<file path="src/rtl/cnt_pkg.sv">
// Shared definitions for the modulo-N counter: count direction encoding and
// legal ranges for the WIDTH/MODULUS parameters.
package cnt_pkg;

  typedef enum logic {
    CNT_DIR_DN = 1'b0,
    CNT_DIR_UP = 1'b1
  } cnt_dir_e;

  localparam int CNT_WIDTH_MIN   = 2;
  localparam int CNT_WIDTH_MAX   = 16;
  localparam int CNT_MODULUS_MIN = 2;

  function automatic int cnt_modulus_max(input int width);
    return 1 << width;
  endfunction

  function automatic bit cnt_params_legal(input int width, input int modulus);
    return (width >= CNT_WIDTH_MIN) && (width <= CNT_WIDTH_MAX) &&
           (modulus >= CNT_MODULUS_MIN) && (modulus <= cnt_modulus_max(width));
  endfunction

endpackage

</file>
<file path="src/rtl/cnt_tc_decode.sv">
// Terminal-value decode: flags the last count value in the selected direction
// (MODULUS-1 counting up, 0 counting down). Shared by TC and the wrap logic.
module cnt_tc_decode
  import cnt_pkg::*;
#(
  parameter int WIDTH   = 8,
  parameter int MODULUS = 120
) (
  input  logic [WIDTH-1:0] q,
  input  cnt_dir_e         dir,
  output logic             at_term
);

  localparam logic [WIDTH-1:0] Q_MAX = WIDTH'(MODULUS - 1);

  assign at_term = (dir == CNT_DIR_UP) ? (q == Q_MAX) : (q == '0);

endmodule

</file>
<file path="src/rtl/cnt_mod_param.sv">
// Loadable modulo-MODULUS counter with cascadable terminal count and wrap pulse.
// Define CNT_UPDOWN_EN to honour UD; otherwise the counter counts up only.
module cnt_mod_param
  import cnt_pkg::*;
#(
  parameter int WIDTH   = 8,
  parameter int MODULUS = 120
) (
  input  logic             Clk,
  input  logic             MR,
  input  logic             CEP,
  input  logic             CET,
  input  logic             PE,
  input  logic             UD,
  input  logic [WIDTH-1:0] D,
  output logic [WIDTH-1:0] Q,
  output logic             TC,
  output logic             WRAP
);

  if (!cnt_params_legal(WIDTH, MODULUS)) begin : g_bad_params
    $error("cnt_mod_param: WIDTH=%0d MODULUS=%0d out of legal range", WIDTH, MODULUS);
  end

  // MODULUS-1 always fits in WIDTH bits, so the clamp compare never overflows.
  localparam logic [WIDTH-1:0] Q_MAX = WIDTH'(MODULUS - 1);

  logic [WIDTH-1:0] q_d, q_q;
  logic             wrap_d, wrap_q;
  logic             at_term;
  cnt_dir_e         dir;

`ifdef CNT_UPDOWN_EN
  assign dir = cnt_dir_e'(UD);
`else
  logic ud_unused;
  assign ud_unused = UD;
  assign dir       = CNT_DIR_UP;
`endif

  cnt_tc_decode #(
    .WIDTH  (WIDTH),
    .MODULUS(MODULUS)
  ) u_tc_decode (
    .q      (q_q),
    .dir    (dir),
    .at_term(at_term)
  );

  always_comb begin
    // NOTE: every output gets a default first so no path leaves it unassigned,
    // which would otherwise infer a latch.
    q_d    = q_q;
    wrap_d = 1'b0;
    if (!PE) begin
      q_d = (D > Q_MAX) ? Q_MAX : D;
    end else if (CEP && CET) begin
      wrap_d = at_term;
      if (dir == CNT_DIR_UP) begin
        q_d = at_term ? '0 : q_q + WIDTH'(1);
      end else begin
        q_d = at_term ? Q_MAX : q_q - WIDTH'(1);
      end
    end
  end

  always_ff @(posedge Clk or posedge MR) begin
    // NOTE: state registers use non-blocking assignments so every flop samples
    // the pre-edge values regardless of statement order.
    if (MR) begin
      q_q    <= '0;
      wrap_q <= 1'b0;
    end else begin
      q_q    <= q_d;
      wrap_q <= wrap_d;
    end
  end

  assign Q    = q_q;
  assign TC   = CET & at_term;
  assign WRAP = wrap_q;

endmodule

</file>
<file path="config.mk">
export PLATFORM = sky130hd
export DESIGN_NAME = cnt_mod_param
export DESIGN_NICKNAME = d
export VERILOG_FILES = /design/src/rtl/cnt_pkg.sv /design/src/rtl/cnt_tc_decode.sv /design/src/rtl/cnt_mod_param.sv
export SDC_FILE = /design/constraint.sdc
export NUM_CORES = 1
export LEC_CHECK = 0
export CAP_MARGIN = 20
export CORE_MARGIN = 4
export CORE_UTILIZATION = 39
export CTS_CLUSTER_DIAMETER = 40
export DETAILED_ROUTE_END_ITERATION = 8
export PLACE_DENSITY_LB_ADDON = 0.3
export SYNTH_ARGS = -nofsm -noshare
export SYNTH_HDL_FRONTEND = slang
export SYNTH_SLANG_ARGS = --single-unit
</file>
<file path="constraint.sdc">
create_clock -name Clk -period 1.7 [get_ports Clk]
set_input_delay 0.34 -clock Clk [delete_from_list [all_inputs] [get_ports Clk]]
set_output_delay 0.34 -clock Clk [all_outputs]
set_load 0.005 [all_outputs]
</file>
# [Word-level counts from Yosys, hierarchy flattened]
# Cells that the tools add are included.
[totals] ff_bits=9 inputBits=14 out_inout_bits=10 elab_cells=14
[op_classes] n_addsub=1 n_lt_le_gt_ge=1 eq_ne=2 n_mux=6 n_bitwise=1 n_reduce_logical=1
[op_table] operator="$mux 8" count=4
[op_table] operator="$add 8x1->8 const B" count=1
[op_table] operator="$eq 8x7->1 const B" count=1
[op_table] operator="$gt 8x7->1 const B" count=1
[op_table] operator="$mux 1" count=2
[op_table] operator="$ne 2x1->1 const B" count=1
[op_table] operator="$and 1x1->1" count=1
[op_table] operator="$logic_and 1x1->1" count=1

# [Longest topological paths before layout]
[logic_depth] ltp_word=4 mapped_depth=5 ltp_nobuf=5

# [Cells and area by module]
# Synthesis repeated with hierarchy kept, for this count alone.
[hier_totals] cells_unflattened=76 hier_area_um2=684.4
[by_module_without_submodules] mod="cnt_mod_param" n_inst=1 cells_per_inst=70 area_each_um2=634.4 seq_area_each_um2=225.2
[by_module_without_submodules] mod="cnt_tc_decode" n_inst=1 cells_per_inst=6 area_each_um2=50.0 seq_area_each_um2=0.0

# [Worst setup path after synthesis]
# Ideal clock, no wire load.
[synth_timing] path_kind="flip-flop to output port" startpoint="register q_q[0], in the netlist Q[0]" endpoint="output port TC" arrival_ns=1.180 required_time_ns=1.360 slack_ns=0.180 stages_incl_launch_ff=5 n_path_buf=0 path_cell_list="dfrtp_1 ha_1 nand4_1 nor4b_1 and2_2"
[synth_between] elab_chain_len=2
[synth_lines] item="start, declared" line="cnt_mod_param.sv:28" rtl="logic [WIDTH-1:0] q_d, q_q;"
[synth_lines] item="start signal, assigned" line="cnt_mod_param.sv:74" rtl="q_q <= q_d;"
[synth_lines] item="$eq 8x7->1" line="cnt_tc_decode.sv:16" rtl="assign at_term = (dir == CNT_DIR_UP) ? (q == Q_MAX) : (q == '0);"
[synth_lines] item="$and 1x1->1" line="cnt_mod_param.sv:80" rtl="assign TC = CET & at_term;"
[synth_lines] item="end, declared" line="cnt_mod_param.sv:17" rtl="output logic TC,"
# Every way passes these cells.

# [Worst setup path in the final report]
# Same ends and word-level chain as after synthesis.

==> key figures <==
Outcome
  – Status: complete, but fails checks
  – Violated checks: negative setup slack

Drt
  – Via density per instance: 5.14
  – First drt pass iteration count: 4
  – DRC errors left: 0
  – DR WL/cell: 13.1 um
  – Post-route ant nets: 0
  – DR iter-0 viols: 6
  – Vias: 607
  – Routed wire length: 1.54 mm

Worst setup path
  – Critical path class: flip-flop to output pin
  – Worst-path fanout max: 2
  – Critical-path top delay cell: dfrtp_1
  – Critical path endpoint category: output pin
  – Worst path cell trace: ha_2 > nand4_1 > nor4b_4 > and2_4 > buf_6
  – CP Data Arrival Time: 1.50 ns
  – Critical Path RT: 1.36 ns
  – CP Launch Type: flip-flop
  – Critical Path Max Stage Delay: 0.36 ns

CTS
  – H-tree depth: 1
  – Clock-pin slew on the worst setup and hold paths: 0.06 ns
  – Clock Sinks: 9
  – # hold bufs at CTS: 0
  – TritonCTS clock tree: built
  – Clock buffer depth: 2
  – CTS buffer count: 3
  – CTS Root Cell: clkbuf_4
  – Clk Latency, worst-skew pair: 0.27 ns

Power
  – VDD IR-drop max: 0.000494 V
  – Pwr dens: 729 nW/um2
  – Leak: 0.406 nW

Yosys
  – Largest family of logic cells by synthesized area: simple AND/OR/NAND/NOR gates
  – Post-Synth Simple-Gate Area: 28.4%
  – Syn Inst Count: 60
  – Mean Syn Cell Area: 8.82 um2
  – Post-synth cell types: 26
  – Synth Area in Adders: 2.36%
  – XOR/XNOR Fraction of Synth Area: 8.27%
  – Sequential area share after synthesis: 42.6%
  – Synthesized net count: 75
  – Synth Area in Compound Gates: 14.2%
  – Mux contribution to synthesized area: 1.89%
  – Yosys warns: 0
  – Yosys reg bits: 9
  – Cell Area, Synth: 529 um2

Placed design
  – Placer Congestion: 0.756
  – DP Area: 895 um2
  – PortBufs: 22
  – Post-DP HPWL: 1.26 mm
  – Dpl ws: -0.346 ns

Finish
  – Final net count: 119
  – ANT cells: 0
  – Synth-to-Final Area Change: 79.9%
  – Fraction of layout cells with a size suffix above 1: 28.2%
  – Final core utilization: 74.1%
  – Design area: 952 um2
  – Fillers: 94

GRT
  – Global-route wire length before repair: 2.46 mm
  – Vias in the first global route: 597
  – GRT Overall Usage: 17.3%
  – Largest net degree at the start of global routing: 10
  – GRT overflow: 0
  – Initial antenna violation count: 0

Floorplanning
  – I/O pins: 24
  – Die area: 2010 um2
  – Floorplan row count: 13
  – Core area: 1280 um2
  – Chip height: 44.8 um
  – Initial Util: 41.2%
  – Die X: 44.8 um

Timing
  – Hold Fails Final Rpt: 0
  – Worst-Margin Slew: 0.332 ns
  – Slew Limit Fails: 0
  – Fin Hold WS: 0.331 ns
  – Unrepaired setup endpoints after global routing: true
  – Setup TNS: -0.143 ns
  – Relative slew margins: 77.9%
  – Clock Skew: 0.00604 ns
  – FMAX: 0.543 GHz
  – Crit share post-route: 108%
  – Fin crit period: 1.84 ns
  – Final Setup Violations: 1
  – Setup WS post-layout: -0.143 ns

Flow run
  – Maxcap violations: 0

Hold path
  – Hold Path Class: input port to async pin
==> registers in the layout (all words and copies together), names as in the netlist <==
signal / count
WRAP: 1
Q: 8
==> where the power goes <==
group / leakage [nW] / internal (W) / switching [W] / total (W)
registers: 0.105 / 0.000237 / 0.0000179 / 0.000255
clock network: 0.0150 / 0.0000905 / 0.0000761 / 0.000167
logic: 0.286 / 0.000164 / 0.000109 / 0.000272
total: 0.406 / 0.000491 / 0.000203 / 0.000694
==> critical path, delay by kind of cell (launching register included) <==
kind,cells,cell delay [ns]
adder cells (fa/ha/maj),1,0.18
buffers and inverters,1,0.08
flip-flops,1,0.36
AND/OR/NAND/NOR,3,0.62
==> metal layers <==
metal / routed length, um / GRT usage [%] / part of all wire, % / vias up
met2: 844 / 30.9 / 55 / 13
met3: 57 / 6.37 / 3.7 / 2
met4: 19 / 6.43 / 1.2 / 0
li1: - / - / - / 305
met5: 0 / 0 / 0 / -
met1: 618 / 18.4 / 40 / 287
==> Yosys cell counts, drive strengths merged <==
cell | number | area [um2]
dfrtp | 9 | 225
nor2 | 8 | 30.0
nand2 | 5 | 21.3
a21oi | 4 | 20.0
nand3 | 4 | 20.0
xnor2 | 4 | 35.0
nand4 | 3 | 18.8
o21ai | 3 | 15.0
a211oi | 2 | 15.0
a31oi | 2 | 12.5
o22ai | 2 | 12.5
and2 | 1 | 7.51
and4 | 1 | 10.0
buf | 1 | 5.00
clkbuf | 1 | 3.75
ha | 1 | 12.5
inv | 1 | 3.75
mux2i | 1 | 10.0
nor2b | 1 | 6.26
nor3 | 1 | 5.00
nor4b | 1 | 8.76
or2 | 1 | 6.26
or3 | 1 | 7.51
or3b | 1 | 8.76
xor2 | 1 | 8.76
==> layout by cell type (no fill, tap or decap), types with 2 or more instances in the layout <==
| master | count |
|---|---|
| clkbuf_4 | 3 |
| nand4_1 | 3 |
| dfrtp_1 | 9 |
| buf_4 | 18 |
| o22ai_1 | 2 |
| o21ai_0 | 3 |
| nand3_1 | 4 |
| xnor2_1 | 4 |
| a31oi_1 | 2 |
| a211oi_1 | 2 |
| buf_6 | 2 |
| nor2_1 | 8 |
| a21oi_1 | 4 |
| nand2_1 | 4 |
| clkdlybuf4s50_1 | 21 |
==> path summary, 6_finish.rpt <==
kind	from	end	slack [ns]	cells after the start
max in group asynchronous	MR	Q[1]	1.12	2
min	MR	Q[7]	0.33	2
min reg2reg	Q[5]	Q[5]	0.70	3
min in group Clk	D[1]	Q[1]	0.66	3
max	Q[0]	TC	-0.14	5
max reg2reg	Q[1]	Q[0]	0.08	6
==> cell type report <==
type	instances	area, um2	area share (%)
timing repair buffer	41	368	38.6
multi-input combinational	48	310	32.6
sequential	9	225	23.7
clock buffer	4	26.3	2.76
tap	15	18.8	1.97
inverter	1	3.75	0.394
==> metrics by stage <==
stage | power, W | std cells
floorplan | 0.000357 | 60
global placement | 0.000508 | 113
detailed placement | 0.000514 | 113
CTS | 0.000696 | 118
global route | 0.000736 | 118
finish | 0.000694 | 118
==> what timing repair did <==
action,4_1_cts,5_1_grt
setup endpoints to repair,1,1
gates cloned,0,0
setup buffers,1,0
gates resized for setup,8,2
pin swaps,4,2
==> cells by family after synthesis <==
kind of cell | Yosys count
muxes | 1
xor gates and xnor gates | 5
AOI/OAI and AO/OA | 13
DFF | 9
and+or+nand+nor | 28
buffers and inverters | 3
adders and majority gates | 1
(Power assumes the default switching activity.)
